[src/rtl/vscale_hazard_ctrl.sv]
// rtl/vscale_hazard_ctrl.sv - forwarding select, load-use/scoreboard/long-unit stall control for deep vscale pipes
// Optional feature macro: HAZARD_PERF_CNT_EN builds the stall-cause performance counters.
module vscale_hazard_ctrl #(
  parameter int NUM_STAGES      = 2,
  parameter int LOAD_DATA_STAGE = 2,
  parameter int REG_ADDR_WIDTH  = 5,
  parameter int MAX_OUTSTANDING = 2
) (
  input  logic                      clk,
  input  logic                      reset,
  input  logic                      dx_valid,
  input  logic [REG_ADDR_WIDTH-1:0] dx_rs1,
  input  logic [REG_ADDR_WIDTH-1:0] dx_rs2,
  input  logic                      dx_uses_rs1,
  input  logic                      dx_uses_rs2,
  input  logic [REG_ADDR_WIDTH-1:0] dx_rd,
  input  logic                      dx_wr_reg,
  input  logic                      dx_is_load,
  input  logic                      dx_is_long,
  input  logic                      long_req_ready,
  input  logic                      long_resp_valid,
  input  logic [REG_ADDR_WIDTH-1:0] long_resp_rd,
  input  logic                      stall_back,
  input  logic                      flush,
  output logic                      stall_DX,
  output logic                      kill_DX,
  output logic                      long_req_valid,
  output logic [NUM_STAGES-1:0]     fwd_rs1_sel,
  output logic [NUM_STAGES-1:0]     fwd_rs2_sel,
  output logic [3:0]                outstanding,
  output logic                      sb_error,
  output logic [31:0]               perf_load_use,
  output logic [31:0]               perf_sb_stall,
  output logic [31:0]               perf_long_stall
);

  localparam int NUM_REGS = 1 << REG_ADDR_WIDTH;

  logic [NUM_STAGES-1:0]     v_q, v_d, wr_q, wr_d, ld_q, ld_d;
  logic [REG_ADDR_WIDTH-1:0] rd_q [NUM_STAGES];
  logic [REG_ADDR_WIDTH-1:0] rd_d [NUM_STAGES];
  logic [NUM_REGS-1:0]       sb_q, sb_d;
  logic [3:0]                out_q, out_d;
  logic                      err_q, err_d;

  logic [NUM_STAGES-1:0] sel1, sel2;
  logic                  lu1, lu2;
  logic                  load_use, sb_stall, long_stall;
  logic                  lu_cause, sb_cause, long_cause;

  // Scan oldest to youngest so the youngest matching stage overwrites the select.
  always_comb begin
    sel1 = '0;
    sel2 = '0;
    lu1  = 1'b0;
    lu2  = 1'b0;
    for (int i = NUM_STAGES - 1; i >= 0; i--) begin
      if (v_q[i] && wr_q[i] && dx_uses_rs1 && (dx_rs1 != '0) && (rd_q[i] == dx_rs1)) begin
        sel1    = '0;
        sel1[i] = 1'b1;
        lu1     = ld_q[i] && ((i + 1) < LOAD_DATA_STAGE);
      end
      if (v_q[i] && wr_q[i] && dx_uses_rs2 && (dx_rs2 != '0) && (rd_q[i] == dx_rs2)) begin
        sel2    = '0;
        sel2[i] = 1'b1;
        lu2     = ld_q[i] && ((i + 1) < LOAD_DATA_STAGE);
      end
    end
  end

  assign fwd_rs1_sel = lu1 ? '0 : sel1;
  assign fwd_rs2_sel = lu2 ? '0 : sel2;
  assign load_use    = lu1 | lu2;

  assign sb_stall   = (dx_uses_rs1 & sb_q[dx_rs1]) | (dx_uses_rs2 & sb_q[dx_rs2]) |
                      (dx_wr_reg & sb_q[dx_rd]);
  assign long_stall = dx_is_long & (~long_req_ready | (out_q == 4'(MAX_OUTSTANDING)));

  assign lu_cause   = load_use   & dx_valid & ~flush;
  assign sb_cause   = sb_stall   & dx_valid & ~flush;
  assign long_cause = long_stall & dx_valid & ~flush;

  assign stall_DX       = stall_back | lu_cause | sb_cause | long_cause;
  assign kill_DX        = stall_DX | flush;
  assign long_req_valid = dx_valid & dx_is_long & ~kill_DX;
  assign outstanding    = out_q;
  assign sb_error       = err_q;

  // Long ops enter the pipe with wr cleared; only the scoreboard tracks their rd.
  always_comb begin
    v_d  = v_q;
    wr_d = wr_q;
    ld_d = ld_q;
    rd_d = rd_q;
    if (!stall_back) begin
      v_d[0]  = dx_valid & ~kill_DX;
      wr_d[0] = dx_wr_reg & ~dx_is_long;
      ld_d[0] = dx_is_load;
      rd_d[0] = dx_rd;
      for (int i = 1; i < NUM_STAGES; i++) begin
        v_d[i]  = v_q[i-1];
        wr_d[i] = wr_q[i-1];
        ld_d[i] = ld_q[i-1];
        rd_d[i] = rd_q[i-1];
      end
    end
    if (flush) begin
      for (int i = 0; i < NUM_STAGES - 1; i++) v_d[i] = 1'b0;
    end
  end

  always_comb begin
    sb_d  = sb_q;
    out_d = out_q;
    if (long_resp_valid) sb_d[long_resp_rd] = 1'b0;
    if (long_req_valid && (dx_rd != '0)) sb_d[dx_rd] = 1'b1;
    case ({long_req_valid, long_resp_valid && (out_q != 4'd0)})
      2'b10:   out_d = out_q + 4'd1;
      2'b01:   out_d = out_q - 4'd1;
      default: out_d = out_q;
    endcase
    err_d = err_q | (long_resp_valid &
            ((out_q == 4'd0) | ((long_resp_rd != '0) & ~sb_q[long_resp_rd])));
  end

  always_ff @(posedge clk) begin
    if (reset) begin
      v_q   <= '0;
      wr_q  <= '0;
      ld_q  <= '0;
      sb_q  <= '0;
      out_q <= 4'd0;
      err_q <= 1'b0;
      for (int i = 0; i < NUM_STAGES; i++) rd_q[i] <= '0;
    end else begin
      v_q   <= v_d;
      wr_q  <= wr_d;
      ld_q  <= ld_d;
      rd_q  <= rd_d;
      sb_q  <= sb_d;
      out_q <= out_d;
      err_q <= err_d;
    end
  end

`ifdef HAZARD_PERF_CNT_EN
  logic [31:0] perf_lu_q, perf_sb_q, perf_long_q;

  always_ff @(posedge clk) begin
    if (reset) begin
      perf_lu_q   <= 32'd0;
      perf_sb_q   <= 32'd0;
      perf_long_q <= 32'd0;
    end else begin
      if (lu_cause)   perf_lu_q   <= perf_lu_q + 32'd1;
      if (sb_cause)   perf_sb_q   <= perf_sb_q + 32'd1;
      if (long_cause) perf_long_q <= perf_long_q + 32'd1;
    end
  end

  assign perf_load_use   = perf_lu_q;
  assign perf_sb_stall   = perf_sb_q;
  assign perf_long_stall = perf_long_q;
`else
  assign perf_load_use   = 32'd0;
  assign perf_sb_stall   = 32'd0;
  assign perf_long_stall = 32'd0;
`endif

endmodule
[config.mk]
export PLATFORM = sky130hd
export DESIGN_NAME = vscale_hazard_ctrl
export DESIGN_NICKNAME = d
export VERILOG_FILES = /design/src/rtl/vscale_hazard_ctrl.sv
export SDC_FILE = /design/constraint.sdc
export NUM_CORES = 1
export LEC_CHECK = 0
export ABC_AREA = 1
export CORE_ASPECT_RATIO = 0.8
export CORE_MARGIN = 3
export CORE_UTILIZATION = 39
export CTS_BUF_LIST = sky130_fd_sc_hd__clkbuf_8
export DETAILED_ROUTE_END_ITERATION = 10
export MAX_ROUTING_LAYER = met4
export PLACE_DENSITY = 0.68
export SLEW_MARGIN = 20
export SYNTH_ARGS = -nofsm -noshare
export SYNTH_HDL_FRONTEND = slang
export SYNTH_SLANG_ARGS = --single-unit
[constraint.sdc]
create_clock -name clk -period 7.94 [get_ports clk]
set_clock_uncertainty 0.15 [all_clocks]
set_input_delay 1.588 -clock clk [delete_from_list [all_inputs] [get_ports clk]]
set_output_delay 1.588 -clock clk [all_outputs]
set_load 0.02 [all_outputs]
======== Yosys cells after proc, flatten, opt, wreduce, memory -nomap -nowiden ========
Index checks and enable logic that the tools add are counted.
word-level totals
  bits in registers ....................... 52
  input bits .............................. 32
  output and inout port bits .............. 108
  word-level logic and storage cells ...... 107
cells by class
  add/subtract/negate cells ............... 2
  order comparisons ....................... 6
  equal/unequal tests ..................... 7
  multiplexer cells ....................... 23
  bitwise gates (word level) .............. 34
  reduce and logical (&&, ||, !) cells .... 26
operators by type and width
  cell                                                                                 count
  32-bit 2-to-1 mux                                                                    2
  32-bit AND                                                                           1
  32-bit inverter                                                                      1
  32-bit OR                                                                            1
  5-bit by 6-bit less-than comparator with 1-bit output, second input constant         4
  1-bit binary-select mux with 5-bit select                                            4
  5-bit equality test                                                                  4
  5-bit nonzero test                                                                   4
  1-bit logical AND                                                                    18
  1-bit AND                                                                            16
  2-bit 2-to-1 mux                                                                     6
  1-bit demux with 5-bit select                                                        2
  5-bit by 1-bit greater-or-equal comparator with 1-bit output, second input constant  2
  1-bit OR                                                                             10
  1-bit 2-to-1 mux                                                                     8
  4-bit case mux with 2 select lines                                                   1
  1-bit inverter                                                                       5
  4-bit by 1-bit adder with 4-bit output, second input constant                        1
  4-bit by 2-bit equality test with 1-bit output, second input constant                1
  4-bit logical NOT                                                                    1
  4-bit nonzero test                                                                   1
  4-bit by 1-bit subtractor with 4-bit output, second input constant                   1
  2-bit by 1-bit equality test with 1-bit output, second input constant                1
  2-bit equality test, second input constant                                           1
  other kinds (2)                                                                      2

======== Longest topological paths before layout ========
  depth after elaboration ................. 16
  gate-level depth with buffers ........... 23
  depth with buffers taken out ............ 22

======== Worst setup path before layout ========
No wires, ideal clock.
  path type ............................... input -> output
  start point ............................. input dx_rs1[1]
  end point ............................... output kill_DX
  arrival time ............................ 3.161 ns
  required time ........................... 6.202 ns
  slack ................................... 3.041 ns
  stages .................................. 14
  path buffers ............................ 2
  cells stage by stage .................... buf_2 inv_1 buf_2 a21oi_1 o21ai_0 nand3_1 nand2_1 nand2_1 nand3_1 nand3_1 nand3_1 nand2_2 nand2_1 or2_2
on the way
  cells in the longest elaborated chain, start to end .. 11
  elaborated cells between the ends (all ways) .. 19
  those cells by class .................... eq/ne: 1; mux: 3; bitwise: 12; reduce/logical: 3
ends and longest elaborated chain
  what                                                                               line  text
  from (decl)                                                                        12    input logic [REG_ADDR_WIDTH-1:0] dx_rs1,
  branches (longest 8 deep; another with 1-bit binary-select mux with 5-bit select)  n/a
  1-bit OR (*) (2 in a row)                                                          83    assign stall_DX = stall_back | lu_cause | sb_cause | long_cause;
  net stall_DX                                                                       25    output logic stall_DX,
  1-bit OR (*)                                                                       84    assign kill_DX = stall_DX | flush;
  to (decl)                                                                          26    output logic kill_DX,
Mark *: on every way through the listed nets, which the timed path passes. The select of a mux whose other input is x is not followed.

======== Worst setup path in the final report ========
  start point ............................. input dx_rs1[0]
  end point ............................... output kill_DX
on the way
  cells in the longest elaborated chain, start to end .. 11
  elaborated cells between the ends (all ways) .. 19
  those cells by class .................... eq/ne: 1; mux: 3; bitwise: 12; reduce/logical: 3
ends and longest elaborated chain
  what                                                                               line
  branches (longest 8 deep; another with 1-bit binary-select mux with 5-bit select)  n/a
  1-bit OR (*) (2 in a row)                                                          83
  1-bit OR (*)                                                                       84
Mark *: on every way between the ends. The select of a mux whose other input is x is not followed.

==> results.ini <==
[detailed_routing]
wire_per_inst_microns=13.97
final_antenna_net_count=0
met1Wirelength_mm=6.624
first_pass_iters=6
drt_iter0_drc=763
vias=4835
vias_per_cell=4.969
dr_wl_met2_mm=5.277
wl_met3_mm=1.615
wl_mm=13.60
top_layer=met4
drc=0

[timing]
max_slew_margin_pct=45.67
finalCritPeriodShare_pct=81.92
fmax_ghz=0.1537
tightest_slew_ns=0.8088
whs_ns=0.3398
setup_ws_ns=1.436
hold_viol_final=0
setup_violations=0
rsz0062_at_grt=false
final_max_slew_viol_count=0
min_period_ns=6.504
setup_tns_ns=0

[critical_path]
crit_type=in -> out
cp_max_fo=23
critical_path_arrival_ns=4.77
reg2reg_depth=20
startpoint_type=primary input
rr_startpoint=sb_q[25]
worstPathRequired_ns=6.20
r2r-end=outstanding[3]
worstSetupEndpointType=output port
r2r_slack_ns=4.83

[final_layout]
area_delta_synth_final_pct=4.840
nets=860
utilization_pct=42.34
diodes=0
layout-drive-gt1-share_pct=1.576

[power]
power_per_cell_area_nw_per_um2=144.6
worst_ir_drop_vdd_uv=118.7
leakage_nw=2.151

[floorplan]
die_w_microns=128.8
rows=35
coreArea_sq_um=11650
die_h_microns=104.2
ios=140
start_util_pct=40.39
dieArea_sq_um=13420

[hold_path]
min_to=outstanding[0]
hold_class=reg -> reg
hp-start=outstanding[0]
hold_path_depth=1

[clock_network]
cts_inserted_buffers=5
hold_buffers=0
clk_latency_ns=0.31
ctsResizeCount=0
h-tree-depth=2
root_buffer=clkbuf_8
cts_buffer_depth=2
cts.clk_slew.worst_paths_ns=0.09
clock_sinks=52
cts_setup_buffers=0
cts_tree=built

[placement]
dp_slack_ns=1.497
io_buffers=43
hpwl_mm=10.59
gp_congestion=0.9738

[logic_synthesis]
synth_edf_count=0
synthArstFlopShare_pct=0
synth_compound_area_share_pct=14.79
ys_seq_elements=52
yosysWarnings=0
syn_area_sq_um=4705
synthTopCellsByCount=nand2_1, nor2_1, buf_4, inv_1, nand3_1
yosys.area_share.simple_pct=36.91
synth_mux_area_share_pct=0
synth.most_common_cell=nand2_1
synth_cell_type_count=37
synthAdderAreaFrac_pct=1.223
synth_seq_area_share_pct=22.13
synth_top_cell_by_area=dfxtp_1
synth_ff_type=dfxtp_1
netlist_instances=800
synth_top_area_share_pct=22.13
synthXorXnorAreaFrac_pct=1.862
synth_top_family_by_area=simple AND/OR/NAND/NOR gates
synth.avg_cell_area_sq_um=5.881
synth_area_leaders=dfxtp_1, nand2_1, buf_4

[outcome]
outcome=finished, final reports clean

[run]
drv_cap=0

[global_routing]
grt_pass1_vias=4116
gr-total-overflow=0
antenna_found_initial=0
grt_max_degree=37
grt.total_usage_pct=20.10
grt_pass1_wl_mm=21.56

[final cells by class]
class / count / area (sq um)
timing repair buffer: 44 / 437.9
tap: 148 / 185.2
multi-input combinational: 658 / 2938
fill: 1290 / 6716
clock buffer: 6 / 82.58
sequential: 52 / 1041
clock inverter: 2 / 11.26
inverter: 63 / 236.5
[through the flow]
step                      total power, W  area (sq um)  cells
after floorplan                0.0005175          5061    895
after global placement         0.0005538          4838    965
after detailed placement       0.0005532          4838    965
after CTS                      0.0007127          4932    973
after global routing           0.0007608          4932    973
final                          0.0007131          4932    973
[logic make-up (layout without fill, tap and decap cells)]
kind of cell	Yosys count	in the layout
AOI/OAI and AO/OA	119	119
xor gates and xnor gates	10	10
adders and majority gates	4	4
buffers and inverters	185	115
DFF	52	52
other	1	96
and+or+nand+nor	429	429
[power by group]
| part | leakage (nW) | switching, W | internal (W) | total [W] |
|---|---|---|---|---|
| sequential | 0.423 | 0.0000164 | 0.000276 | 0.000292 |
| combinational | 1.68 | 0.000171 | 0.0000874 | 0.000259 |
| clock | 0.0486 | 0.0000923 | 0.0000699 | 0.000162 |
[sequential cells by signal, summed over array words and instances, names as in the netlist]
signal       cells
ld_q             1
outstanding      4
rd_q            10
sb_error         1
sb_q            32
v_q              2
wr_q             2
[per-layer routing]
layer | vias to the layer above | track usage (%)
li1 | 2417 | -
met4 | 0 | 2.324
met3 | 11 | 2.618
met2 | 258 | 25.85
met5 | - | -
met1 | 2149 | 33.30
[critical path, stage by stage]
cell and delay [ns]:
clkdlybuf4s50_1 0.81, inv_1 0.55, nand2_1 0.10, nor2_1 0.14, nor2_1 0.06, nand2_1 0.09
nand2_1 0.06, nand2_1 0.07, nand2_1 0.05, a21oi_1 0.11, nand3_1 0.11, nand2_2 0.13
nand2_1 0.07, or2_2 0.28, clkdlybuf4s50_1 0.54
[cells in the final DEF, fill, tap and decap left out, types with 2 or more instances in the layout]
master / instances
clkbuf_8: 6
conb_1: 96
nand3_1: 53
clkinv_1: 2
a2111oi_0: 2
o22ai_1: 3
a22oi_1: 5
or2_2: 2
a22o_1: 3
a21boi_0: 12
nor2_1: 126
a211oi_1: 2
inv_1: 61
a21oi_1: 49
o221ai_1: 5
nand4_1: 3
o21ai_0: 34
xnor2_1: 9
ha_1: 3
dfxtp_1: 52
nand2_1: 223
nor3_1: 18
clkdlybuf4s50_1: 43
[worst max path at each step]
stage	slack, ns	to	from
2_1_floorplan	3.04	kill_DX	dx_rs1[1]
3_3_place_gp	1.49	kill_DX	dx_rs2[0]
3_5_place_dp	1.50	kill_DX	dx_rs2[0]
4_1_cts	1.48	kill_DX	dx_rs1[0]
5_1_grt	1.07	kill_DX	dx_rs1[0]
6_report	1.44	kill_DX	dx_rs1[0]
(Power assumes the default switching activity.)
